<file path="src/rtl/sc_canon_pkg.sv">
// Shared types and helpers for the stochastic-computing canonical-form path.
// Holds the stream FSM state type and the thermometer-code legality check.
package sc_canon_pkg;

    typedef enum logic {
        IDLE   = 1'b0,
        STREAM = 1'b1
    } stream_state_t;

    localparam int MAX_N = 64;

    function automatic int cw_of(input int n);
        return (n > 1) ? $clog2(n) : 1;
    endfunction

    // Words are zero-extended to MAX_N; n bounds the live bits.
    function automatic logic is_therm(
        input logic [MAX_N-1:0] word,
        input logic             dir,
        input int               n
    );
        logic [MAX_N-1:0] mask;
        logic [MAX_N-1:0] w;
        mask = (n >= MAX_N) ? '1
                            : ((MAX_N'(1) << n) - MAX_N'(1));
        w = dir ? (~word & mask) : (word & mask);
        return (w & (w + MAX_N'(1))) == '0;
    endfunction

endpackage

</file>
<file path="src/rtl/therm_rotate.sv">
// Combinational barrel rotator: rotated[i] = word[(i+phase) mod N].
// One layer per phase bit, each rotating right by a power of two.
module therm_rotate #(
    parameter int N = 8
) (
    input  logic [N-1:0]         word,
    input  logic [$clog2(N)-1:0] phase,
    output logic [N-1:0]         rotated
);

    localparam int CW = $clog2(N);

    logic [N-1:0] cur;

    always_comb begin
        cur = word;
        for (int l = 0; l < CW; l++) begin
            if (phase[l]) begin
                cur = (cur >> (1 << l)) | (cur << (N - (1 << l)));
            end
        end
        rotated = cur;
    end

endmodule

</file>
<file path="src/rtl/therm_to_stream.sv">
// Thermometer word to N-beat unary bitstream with rotation phase.
// Flags illegal thermometer words with a pulse aligned to beat 0.
module therm_to_stream
    import sc_canon_pkg::*;
#(
    parameter int N   = 8,
    parameter bit DIR = 1'b0
) (
    input  logic                 clk,
    input  logic                 rst_n,
    input  logic                 in_valid,
    output logic                 in_ready,
    input  logic [N-1:0]         therm,
    input  logic [$clog2(N)-1:0] phase,
    output logic                 out_valid,
    input  logic                 out_ready,
    output logic                 out_bit,
    output logic                 out_last,
    output logic                 bad_code
);

    localparam int CW = cw_of(N);

    stream_state_t state;
    logic [N-1:0]  sreg;
    logic [N-1:0]  rot;
    logic [CW-1:0] cnt;
    logic          bad_q;
    logic          accept;
    logic          beat;
    logic          legal;

    therm_rotate #(.N(N)) u_rot (
        .word    (therm),
        .phase   (phase),
        .rotated (rot)
    );

    assign out_valid = (state == STREAM);
    assign out_last  = out_valid && (cnt == CW'(N - 1));
    assign out_bit   = sreg[0];
    assign bad_code  = bad_q;

    // Refill is allowed on the last beat so consecutive words abut.
    assign in_ready = (state == IDLE) || (out_last && out_ready);
    assign accept   = in_valid && in_ready;
    assign beat     = out_valid && out_ready;
    assign legal    = is_therm(MAX_N'(therm), DIR, N);

    always_ff @(posedge clk or negedge rst_n) begin
        if (!rst_n) begin
            state <= IDLE;
            sreg  <= '0;
            cnt   <= '0;
            bad_q <= 1'b0;
        end else begin
            bad_q <= accept && !legal;
            if (accept) begin
                state <= STREAM;
                sreg  <= rot;
                cnt   <= '0;
            end else if (beat) begin
                sreg <= sreg >> 1;
                cnt  <= cnt + CW'(1);
                if (out_last) begin
                    state <= IDLE;
                end
            end
        end
    end

endmodule

</file>
<file path="config.mk">
export PLATFORM = sky130hd
export DESIGN_NAME = therm_to_stream
export DESIGN_NICKNAME = d
export VERILOG_FILES = /design/src/rtl/sc_canon_pkg.sv /design/src/rtl/therm_rotate.sv /design/src/rtl/therm_to_stream.sv
export SDC_FILE = /design/constraint.sdc
export NUM_CORES = 1
export LEC_CHECK = 0
export ABC_CLOCK_PERIOD_IN_PS = 4600
export BUFFER_PORTS_ARGS = -buffer_cell sky130_fd_sc_hd__buf_2
export CAP_MARGIN = 10
export CORE_MARGIN = 10
export CORE_UTILIZATION = 59
export CTS_CLUSTER_SIZE = 14
export DETAILED_ROUTE_END_ITERATION = 7
export PLACE_DENSITY = 0.94
export SYNTH_ARGS = -nofsm -noshare
export SYNTH_HDL_FRONTEND = slang
export SYNTH_SLANG_ARGS = --single-unit
</file>
<file path="constraint.sdc">
create_clock -name clk -period 4.6 [get_ports clk]
set_input_delay 1.38 -clock clk [delete_from_list [all_inputs] [get_ports clk]]
set_output_delay 1.38 -clock clk [all_outputs]
set_load 0.1 [all_outputs]
</file>
Word level (Yosys, flattened, before mapping) --
Index checks and enable logic that the tools add are counted.
Operators by class: reduce and logical (&&, ||, !) cells 11, $add $sub $neg 2, mux-type cells 10, bitwise operators 5, equality and inequality tests 1
Operators by type and width (count):
- logical NOT 64 bit | 1
- 2-to-1 mux 8 bit | 5
- adder 8 x 1 -> 9 bit (second input constant) | 1
- bitwise AND 8 x 9 -> 9 bit | 1
- bitwise OR 4 x 8 -> 8 bit | 1
- bitwise OR 6 x 8 -> 8 bit | 1
- bitwise OR 7 x 8 -> 8 bit | 1
- 2-to-1 mux 3 bit | 2
- logical AND 1 bit | 5
- nonzero test 2 bit | 2
- adder 3 x 1 -> 3 bit (second input constant) | 1
- equality test 3 bit (second input constant) | 1
- 2-to-1 mux 1 bit | 3
- AND reduction 2 bit | 1
- logical NOT 1 bit | 1
- logical OR 1 bit | 1
- inverter 1 bit | 1
Word-level totals: bits in registers 13, word-level logic and storage cells 33, output and inout bits 5

Logic depth before layout (Yosys ltp) --
word-level depth 7, depth in mapped cells 6

Hierarchy --
From an unflattened synthesis, not the netlist that was laid out.
Second synthesis, totals: cell total of the unflattened synthesis 103, area total of the unflattened synthesis 1193.6 µm²
By module, submodules not included:
- therm_to_stream | cells each 84, times used 1, area an instance 867.1 µm², sequential area each 325.3 µm²
- therm_rotate | cells each 19, times used 1, area an instance 326.6 µm², sequential area each 0.0 µm²

Least setup slack after synthesis --
OpenSTA, ideal clock, no wires.
kind register to output, start register state, in the netlist out_valid, end output port out_last, setup slack 0.957 ns, buffers on the path 2, arrival 2.263 ns, cell stages (with the launch flop) 4, path through dfrtp_1 -> clkbuf_1 -> clkbuf_1 -> and2_1
Between the ends: longest elaborated chain between the ends 1
RTL lines:
- start: declaration | line therm_to_stream.sv:24 | stream_state_t state;
- start signal: assignment | line therm_to_stream.sv:52 | state <= IDLE;
- start signal: assignment | line therm_to_stream.sv:59 | state <= STREAM;
- start signal: assignment | line therm_to_stream.sv:66 | state <= IDLE;
- logical AND 1 bit | line therm_to_stream.sv:40 | assign out_last = out_valid && (cnt == CW'(N - 1));
- end: declaration | line therm_to_stream.sv:18 | output logic out_last,
No other way between the ends.

Final worst setup path --
start input port out_ready, end output port in_ready
Between the ends: longest elaborated chain between the ends 2
RTL lines:
- start: declaration | line therm_to_stream.sv:16 | input logic out_ready,
- logical AND 1 bit | line therm_to_stream.sv:45 | assign in_ready = (state == IDLE) || (out_last && out_ready);
- logical OR 1 bit | line therm_to_stream.sv:45
- end: declaration | line therm_to_stream.sv:12 | output logic in_ready,
No other way between the ends.

==> results.py <==
metrics = {
    "grt": {
        "track_usage_pct": 12.8,
        "grt_pass1_wl_um": 4260,
        "grt_pass1_vias": 944,
        "grtUsageMet2_pct": 20.1,
        "grtUsageMet1_pct": 15.4,
        "met3_usage_pct": 3.00,
        "antenna_found_initial": 0,
        "grt_overflow": 0,
        "grt_max_degree": 37,
        "busiest_layer": "met2",
    },
    "outcome": {
        "status": "finished, final reports clean",
    },
    "clock_tree": {
        "clock_latency_ns": 0.28,
        "post_cts_buffers": 0,
        "clk_pin_slew_ns": 0.08,
        "clock_path_buffers": 2,
        "clock_sinks": 13,
        "cts_buffers": 3,
        "cts.htree.levels": 1,
        "cts_tree": "yes",
        "cts_hold_buf": 0,
        "ctsResizeCount": 0,
        "root_buffer": "clkbuf_4",
    },
    "yosys": {
        "synth_top_area_share_pct": 29.7,
        "synth_edf_count": 0,
        "synth.yosys.seq_area_share_pct": 29.7,
        "avgSynthCellArea_um2": 9.96,
        "synth_top_area_cell": "dfrtp_1",
        "ys_seq_elements": 13,
        "synth.distinct_cells": 25,
        "synth_area_leaders": "dfrtp_1 30%, mux4_1 12%, mux2i_1 9.1%",
        "syn_inst": 110,
        "synth_common_cells": "13 x dfrtp_1, 10 x mux2i_1, 10 x o21ai_0, 10 x o22ai_1",
        "ys_async_sr_fraction_pct": 100,
        "synth_fp_nets": 127,
        "ys.warnings.count": 0,
        "synth.most_common_cell": "dfrtp_1",
        "ys.flop_type": "dfrtp_1",
        "syn_area_um2": 1100,
    },
    "floorplanning": {
        "fp.dieH_um": 63.1,
        "initial_core_util_pct": 62.8,
        "num_rows": 15,
        "die_x_um": 63.1,
        "dieArea_um2": 3980,
        "fp.coreArea_um2": 1750,
        "pin_count": 20,
    },
    "timing": {
        "fmax_mhz": 267,
        "clock_skew_ns": 0.00221,
        "hold-worst-slack_ns": 0.642,
        "hold_viol_final": 0,
        "setup_tns_ns": 0,
        "period_minus_slack_ns": 3.74,
        "fin_crit_sh_pct": 81.3,
        "max_slew.worst_pin.slew_ns": 0.905,
        "final_max_slew_viol_count": 0,
        "setup_viol_count_final": 0,
        "relSlewSlack_pct": 39.7,
        "rsz0062_at_grt": "false",
    },
    "place": {
        "placed_area_um2": 1170,
        "numPortBuffers": 19,
        "gp_congestion": 0.838,
        "dpl.hpwl_um": 1820,
    },
    "setup_path": {
        "cp.arrival_ns": 2.36,
        "path_cells": "buf_2, nand2_1, nand2_1, buf_2",
        "cp_num_buf_inv": 2,
        "setup.worst_path.end_class": "output pin",
        "slowest_stage": "buf_2",
        "path_delay_family": "buffers and inverters",
        "critPathKind": "in2out",
        "crit_required_ns": 3.22,
        "max_stage_delay_ns": 0.45,
        "startpoint_type": "input port",
        "cp_max_fo": 24,
    },
    "detailed_routing": {
        "drtIter0Drc": 47,
        "firstDrtPassIters": 5,
        "wl_per_cell_um": 16.5,
        "vias": 961,
        "viasPerCell": 6.54,
        "drc": 0,
        "wirelength_um": 2420,
        "ant_nets": 0,
    },
    "power": {
        "p_leak_nw": 0.558,
        "vdd_drop_max_uv": 242,
        "comb_power_share_pct": 54.3,
        "power.density_nw_per_um2": 514,
        "p_switching_mw": 0.286,
        "swShare_pct": 46.5,
        "power_frac_seq_pct": 34.2,
        "power.total_mw": 0.616,
        "clockPowerShare_pct": 11.5,
        "intPower_mw": 0.329,
    },
    "finish": {
        "drive_gt1_share_pct": 19.7,
        "synthToLayoutAreaGrowth_pct": 9.36,
        "stdcell_area_um2": 1200,
        "nets": 140,
        "antenna_cells": 0,
    },
    "job": {
        "cap_violations": 0,
    },
    "hold_path": {
        "hp-class": "reg2reg",
    },
}
cell families (layout without fill, tap and decap cells):
| group | after synthesis | count (layout) | synth area share (%) |
|---|---|---|---|
| mux | 17 | 17 | 25.2 |
| simple gates | 24 | 24 | 12.6 |
| buf+inv | 18 | 30 | 6.96 |
| compound gates | 36 | 36 | 23.3 |
| flops | 13 | 13 | 29.7 |
| fa+ha+maj | 2 | 2 | 2.28 |
cells in the final DEF, fill, tap and decap left out:
master and n:
mux2i_1 10, nor2_1 3, nand3b_1 9, mux4_1 5
o31a_1 1, a21oi_1 2, o21ai_0 10, o211a_1 1
clkbuf_4 3, and2_1 2, buf_2 19, a22o_1 3
clkbuf_1 1, inv_1 7, mux4_2 2, a222oi_1 7
nand2_1 5, dfrtp_1 13, nand2b_1 1, ha_1 2
nand3_1 3, a41o_1 1, o22ai_1 10, a22oi_1 1
nor2b_1 1
state kept, by name, summed over array words and instances, names as in the netlist:
name,cells
bad_code,1
out_valid,1
cnt,3
sreg,8
routing by layer:
layer / vias to the layer above / wire (um)
met1: 455 / 1050
met5: - / 0
li1: 464 / -
met2: 33 / 1190
met3: 9 / 104
met4: 0 / 79
tightest hold or removal path, stage by stage, from the launching register on:
cell     delay (ns)
dfrtp_1        0.36
o211a_1        0.16
a41o_1         0.09
power groups by stage:
stage / Clock [mW] / Sequential, mW / Combinational (mW)
global route: 0.0814 / 0.221 / 0.365
global placement: 0 / 0.208 / 0.322
CTS: 0.0733 / 0.210 / 0.336
finish: 0.0710 / 0.210 / 0.334
detailed placement: 0 / 0.213 / 0.333
floorplan: 0 / 0.246 / 0.239
area by class of cell:
class | count | area, um^2
Multi-Input combinational cell | 79 | 694
Fill cell | 128 | 547
Sequential cell | 13 | 325
Timing Repair Buffer | 19 | 95.1
Tap cell | 25 | 31.3
Clock buffer | 4 | 26.3
Inverter | 7 | 26.3
through the flow:
step / setup slack (ns) / utilization (%) / cells
after global routing: 0.782 / 68.7 / 147
after detailed placement: 0.858 / 67.2 / 143
final: 0.859 / 68.7 / 147
after floorplan: 0.957 / - / 110
after CTS: 0.858 / 68.7 / 147
after global placement: 0.885 / 67.2 / 143
worst paths after layout:
kind / start / end / slack, ns / cells after the start
min in group asynchronous: rst_n / sreg[3]$_DFFE_PN0P_ / 0.97 / 1
max in group asynchronous: rst_n / sreg[0]$_DFFE_PN0P_ / 3.40 / 1
hold reg to reg: sreg[7]$_DFFE_PN0P_ / sreg[7]$_DFFE_PN0P_ / 0.64 / 2
hold / removal: sreg[7]$_DFFE_PN0P_ / sreg[7]$_DFFE_PN0P_ / 0.64 / 2
setup reg to reg: out_valid$_DFFE_PN0P_ / sreg[0]$_DFFE_PN0P_ / 2.75 / 2
setup / recovery: out_ready / in_ready / 0.86 / 4
Power figures use the tool's default switching activity.
